$ cat config.mk
export PLATFORM = sky130hd
export DESIGN_NAME = dealer_hand_sim
export DESIGN_NICKNAME = d
export VERILOG_FILES = /design/src/rtl/dealer_hand_sim.sv
export SDC_FILE = /design/constraint.sdc
export NUM_CORES = 1
export LEC_CHECK = 0
export ABC_AREA = 1
export ABC_CLOCK_PERIOD_IN_PS = 4600
export CORE_UTILIZATION = 45
export DETAILED_ROUTE_END_ITERATION = 8
export HOLD_SLACK_MARGIN = 0.12
export PLACE_DENSITY = 0.7
export SYNTH_ARGS = -nofsm -noshare
export SYNTH_HDL_FRONTEND = slang
export SYNTH_SLANG_ARGS = --single-unit
$ cat constraint.sdc
create_clock -name CLK100MHZ -period 4.6 [get_ports CLK100MHZ]
set_input_delay 0.92 -clock CLK100MHZ [delete_from_list [all_inputs] [get_ports CLK100MHZ]]
set_output_delay 0.92 -clock CLK100MHZ [all_outputs]
set_load 0.01 [all_outputs]
$ cat src/rtl/dealer_hand_sim.sv
// rtl/dealer_hand_sim.sv - blackjack dealer hand player with saturating statistics
//
// Purpose: plays one dealer hand per accepted start. Samples from the LFSR stage
//          are rejection-filtered to 0..25, mapped to card values, and drawn until
//          the stand threshold, a bust or the card limit ends the hand.
// Optional feature macro: SOFT_ACE_EN (ace may count 11; dealer stands on soft totals).
// Ports:
//   CLK100MHZ    in   system clock, rising edge
//   CPU_RESETN   in   asynchronous active-low reset
//   start        in   new hand request, honoured only in IDLE
//   stand_thresh in   [4:0] stand threshold, latched on accepted start
//   rand_in      in   [4:0] random sample
//   rand_valid   in   rand_in usable this cycle
//   busy         out  accepted start through done pulse
//   done         out  one-cycle hand-finished pulse
//   final_total  out  [4:0] last hand total, saturated at 31
//   card_count   out  [3:0] cards in last hand
//   bust         out  last hand total > 21
//   hand_count   out  [STAT_W-1:0] finished hands, saturating
//   bust_count   out  [STAT_W-1:0] busted hands, saturating
module dealer_hand_sim #(
   parameter int MAX_CARDS = 11,
   parameter int STAT_W    = 16
) (
   input  logic              CLK100MHZ,
   input  logic              CPU_RESETN,
   input  logic              start,
   input  logic [4:0]        stand_thresh,
   input  logic [4:0]        rand_in,
   input  logic              rand_valid,
   output logic              busy,
   output logic              done,
   output logic [4:0]        final_total,
   output logic [3:0]        card_count,
   output logic              bust,
   output logic [STAT_W-1:0] hand_count,
   output logic [STAT_W-1:0] bust_count
);

   typedef enum logic [1:0] {S_IDLE, S_DRAW, S_FINISH} state_t;

   localparam logic [3:0] MAX_C = 4'(MAX_CARDS);

   state_t              state_q, state_d;
   logic [4:0]          thresh_q, thresh_d;
   logic [5:0]          total_q, total_d;
   logic [3:0]          count_q, count_d;
   logic                busy_q, busy_d;
   logic                done_q, done_d;
   logic [4:0]          final_total_q, final_total_d;
   logic [3:0]          card_count_q, card_count_d;
   logic                bust_q, bust_d;
   logic [STAT_W-1:0]   hand_count_q, hand_count_d;
   logic [STAT_W-1:0]   bust_count_q, bust_count_d;

   logic                accept;
   logic [4:0]          rank_idx;
   logic [3:0]          rank;
   logic [5:0]          value;
   logic [5:0]          new_total;
   logic [3:0]          new_count;
   logic                stop;
`ifdef SOFT_ACE_EN
   logic                soft_q, soft_d;
   logic                new_soft;
   logic [5:0]          raw_total;
`endif

   // Samples 26..31 are rejected so each of the 13 ranks appears exactly twice.
   assign accept   = (state_q == S_DRAW) && rand_valid && (rand_in < 5'd26);
   assign rank_idx = (rand_in >= 5'd13) ? (rand_in - 5'd13) : rand_in;
   assign rank     = rank_idx[3:0] + 4'd1;
   assign new_count = count_q + 4'd1;

   always_comb begin
      value = (rank > 4'd10) ? 6'd10 : {2'b00, rank};
`ifdef SOFT_ACE_EN
      new_soft = soft_q;
      if (rank == 4'd1 && !soft_q && (total_q + 6'd11 <= 6'd21)) begin
         value    = 6'd11;
         new_soft = 1'b1;
      end
      raw_total = total_q + value;
      new_total = raw_total;
      // A soft ace falls back to 1 before the stop test sees the total.
      if (raw_total > 6'd21 && new_soft) begin
         new_total = raw_total - 6'd10;
         new_soft  = 1'b0;
      end
`else
      new_total = total_q + value;
`endif
   end

   assign stop = (new_count >= 4'd2) &&
                 ((new_total >= {1'b0, thresh_q}) || (new_total > 6'd21) || (new_count == MAX_C));

   always_comb begin
      state_d       = state_q;
      thresh_d      = thresh_q;
      total_d       = total_q;
      count_d       = count_q;
      busy_d        = busy_q;
      done_d        = 1'b0;
      final_total_d = final_total_q;
      card_count_d  = card_count_q;
      bust_d        = bust_q;
      hand_count_d  = hand_count_q;
      bust_count_d  = bust_count_q;
`ifdef SOFT_ACE_EN
      soft_d        = soft_q;
`endif
      case (state_q)
         S_IDLE: begin
            if (start) begin
               thresh_d = stand_thresh;
               total_d  = 6'd0;
               count_d  = 4'd0;
               busy_d   = 1'b1;
               state_d  = S_DRAW;
`ifdef SOFT_ACE_EN
               soft_d   = 1'b0;
`endif
            end
         end
         S_DRAW: begin
            if (accept) begin
               total_d = new_total;
               count_d = new_count;
`ifdef SOFT_ACE_EN
               soft_d  = new_soft;
`endif
               if (stop) begin
                  // Results land with the transition so they are valid alongside done.
                  state_d       = S_FINISH;
                  done_d        = 1'b1;
                  final_total_d = (new_total > 6'd31) ? 5'd31 : new_total[4:0];
                  card_count_d  = new_count;
                  bust_d        = (new_total > 6'd21);
                  if (!(&hand_count_q))
                     hand_count_d = hand_count_q + 1'b1;
                  if ((new_total > 6'd21) && !(&bust_count_q))
                     bust_count_d = bust_count_q + 1'b1;
               end
            end
         end
         S_FINISH: begin
            state_d = S_IDLE;
            busy_d  = 1'b0;
         end
         default: state_d = S_IDLE;
      endcase
   end

   always_ff @(posedge CLK100MHZ or negedge CPU_RESETN) begin
      if (!CPU_RESETN) begin
         state_q       <= S_IDLE;
         thresh_q      <= '0;
         total_q       <= '0;
         count_q       <= '0;
         busy_q        <= 1'b0;
         done_q        <= 1'b0;
         final_total_q <= '0;
         card_count_q  <= '0;
         bust_q        <= 1'b0;
         hand_count_q  <= '0;
         bust_count_q  <= '0;
`ifdef SOFT_ACE_EN
         soft_q        <= 1'b0;
`endif
      end else begin
         state_q       <= state_d;
         thresh_q      <= thresh_d;
         total_q       <= total_d;
         count_q       <= count_d;
         busy_q        <= busy_d;
         done_q        <= done_d;
         final_total_q <= final_total_d;
         card_count_q  <= card_count_d;
         bust_q        <= bust_d;
         hand_count_q  <= hand_count_d;
         bust_count_q  <= bust_count_d;
`ifdef SOFT_ACE_EN
         soft_q        <= soft_d;
`endif
      end
   end

   assign busy        = busy_q;
   assign done        = done_q;
   assign final_total = final_total_q;
   assign card_count  = card_count_q;
   assign bust        = bust_q;
   assign hand_count  = hand_count_q;
   assign bust_count  = bust_count_q;

endmodule
==> reports/metrics.cfg <==
[run_status]
status = complete, no violations

[logic_synthesis]
ys_top_cells_by_count = nand2_1 (144), dfrtp_1 (61), inv_1 (51)
synthCells = 480
synth_nets = 513
yosysWarnings = 0
synth_area_leaders = dfrtp_1 (40%), nand2_1 (14%), ha_1 (5.9%)
ys_seq_elements = 61
syn_area_per_cell_sq_um = 7.96
synth_area_sq_um = 3820
ys_seq_area_frac = 0.399
synth_async_sr_flop_share = 1.00
netlist.area_leader.share = 0.399
ys.flop_type = dfrtp_1
yosys.area.top_type = dfrtp_1
synth_most_common_cell = nand2_1
synth_edf_count = 0
synthDistinctLibCells = 39

[clock_network]
cts_tree = built
holdBufCountCts = 0
clk_pin_slew_ns = 0.08
h-tree-depth = 3
cts_buffers = 9
cts_root_buf = clkbuf_8
insertion_delay_ns = 0.35
clk_path_buf_depth = 2
cts.sinks = 61

[global_routing]
antenna_found_initial = 0
grt_pass1_wl_mm = 14.3
grt_pass1_vias = 3153
grt_start_max_net_pins = 62
grt_usage = 0.208
grt_overflow = 0

[floorplanning]
io_pins = 58
start_util = 0.465
core_area_sq_um = 8220
floorplan.rows = 33
die_y_um = 94.2
die_area_sq_um = 8870
die_x_um = 94.2

[setup_path]
path_delay_family = simple AND/OR/NAND/NOR gates
rr_worst_depth = 18
crit_slowest_cell = fa_2
rrSetupSlack_ns = 2.09
slowest_delay_ns = 0.45
worstSetupPathType = in -> reg
timing.rr.start = total_q[0]
end_kind = flop
path_buf_inv = 6
path_max_fanout = 8
cp.arrival_ns = 4.62
cp-start-kind = input port
r2r-end = hand_count[15]
cp.required_ns = 4.89
crit_top_cell = nand2_1

[drt]
wl_mm = 8.56
vias = 3362
detail-route-antenna-nets = 0
drtIter0Drc = 150
route.detailed.drc = 0
drt-wirelength-per-cell_um = 12.4
dr.pass1.iters = 5
routed_via_density = 4.87

[flow_run]
drv_cap = 0

[layout]
antenna_cells = 0
utilization = 0.623
area_growth_pct = 33.8
nets = 614
nFillCells = 702
drive_gt1_frac = 0.189

[sta]
clock_skew_ns = 0.0130
final_max_slew_viol_count = 0
relSlewSlack = 0.490
fin_crit_sh = 0.943
setup_tns_ns = 0
finalSetupViolCount = 0
hold_viol = 0
fmax_ghz = 0.231
worstMarginPinSlew_ns = 0.765
fin_crit_ns = 4.34

[power_and_ir_drop]
ir_worst_vdd_v = 0.000390
power_leakage_nw = 2.45
powerDensity_nw_per_um2 = 588

[hold_path]
hold_depth = 2
whs_endpoint = bust
min-delay-start = bust
hold_class = reg -> reg

[place]
hpwl_mm = 5.81
gp_congestion = 0.878
port_buffers = 57

## per-stage QoR
step | area [sq um] | hold WS, ns | power (mW) | cells | setup WS (ns)
finish | 5110 | 0.492 | 3.01 | 691 | 0.264
global route | 5110 | 0.523 | 3.25 | 691 | -0.00762
detailed placement | 4650 | 0.478 | 2.24 | 660 | -0.619
floorplan | 3820 | 0.456 | 1.78 | 480 | 0.184
CTS | 5040 | 0.495 | 2.99 | 685 | 0.123
global placement | 4650 | 0.457 | 2.21 | 660 | -0.467
## timing repair
| item | in CTS | in global routing |
|---|---|---|
| gates resized for setup | 17 | 11 |
| buffers inserted | 4 | 6 |
| cloned | 5 | 0 |
| endpoints found under the setup margin | 41 | 44 |
| pin swaps | 12 | 12 |
## routing by layer
layer,GRT usage,vias to the layer above,routed length (um)
li1,-,1720,-
met2,0.349,79,4230
met3,0.0574,11,369
met5,0,-,0
met1,0.259,1552,3850
met4,0.0654,0,111
## flip-flops by register name, summed over array words and instances, names as in the netlist, 2 cells and up
signal	flops
bust_count	16
hand_count	16
thresh_q	5
card_count	4
state_q	2
final_total	5
total_q	6
count_q	4
## cells by family (layout without fill, tap and decap cells)
| logic type | after synthesis | count (layout) | synth area share |
|---|---|---|---|
| and+or+nand+nor | 265 | 270 | 0.319 |
| buffers and inverters | 66 | 167 | 0.0763 |
| muxes | 1 | 1 | 0.00295 |
| adders and majority gates | 19 | 19 | 0.0642 |
| AOI/OAI and AO/OA | 34 | 34 | 0.0566 |
| DFF | 61 | 61 | 0.399 |
| xor gates and xnor gates | 34 | 34 | 0.0818 |
## cells in the final DEF (no fill, tap or decap), types with 3 or more instances in the layout
cell             netlist  routed
nand2_1              144     140
dfrtp_1               61      61
clkdlybuf4s50_1        0      51
inv_1                 51      47
nor2_1                45      45
nand3_1               41      40
buf_4                  2      37
xnor2_1               17      17
ha_1                  18      16
xor2_1                15      13
inv_2                  5       9
nand2_2                6       9
clkbuf_8               0       9
a21oi_2                8       8
a21oi_1                7       7
nand4_1                7       7
nand2_4                2       5
o21ai_1                5       5
nand2_8                2       5
o22ai_1                5       5
o21ai_0                5       5
nor3_1                 4       4
xor2_2                 2       3
nand3_2                2       3
bufinv_16              0       3
dlymetal6s2s_1         0       3
## area by class of cell
class	count	area (sq um)	share of cell area
clock buffer	9	124	0.0242
tap	105	131	0.0257
timing repair buffer	95	861	0.168
sequential	61	1530	0.298
inverter	56	210	0.0411
clock inverter	7	121	0.0237
multi-input combinational	358	2140	0.419
## power by group
part,switching (mW),internal [mW],leakage (nW)
clock network,0.226,0.362,0.124
logic,0.889,0.729,1.55
registers,0.121,0.681,0.783
total,1.24,1.77,2.45
## tightest hold or removal path, cell delays in order, from the launching register on
cell and delay [ns]:
dfrtp_1 0.35, nand2_1 0.06, nand2_1 0.05
## worst max-delay path by stage
stage               startpoint              to  slack, ns  cells after the start
CTS                 rand_in[2]   hand_count[9]       0.12                     29
global route        rand_in[1]   hand_count[3]     -0.008                     34
floorplan           rand_in[1]  final_total[3]       0.18                     33
finish              rand_in[0]  hand_count[15]       0.26                     32
detailed placement  rand_in[1]  hand_count[15]      -0.62                     31
global placement    rand_in[1]   hand_count[0]      -0.47                     34
(Power assumes the default switching activity.)
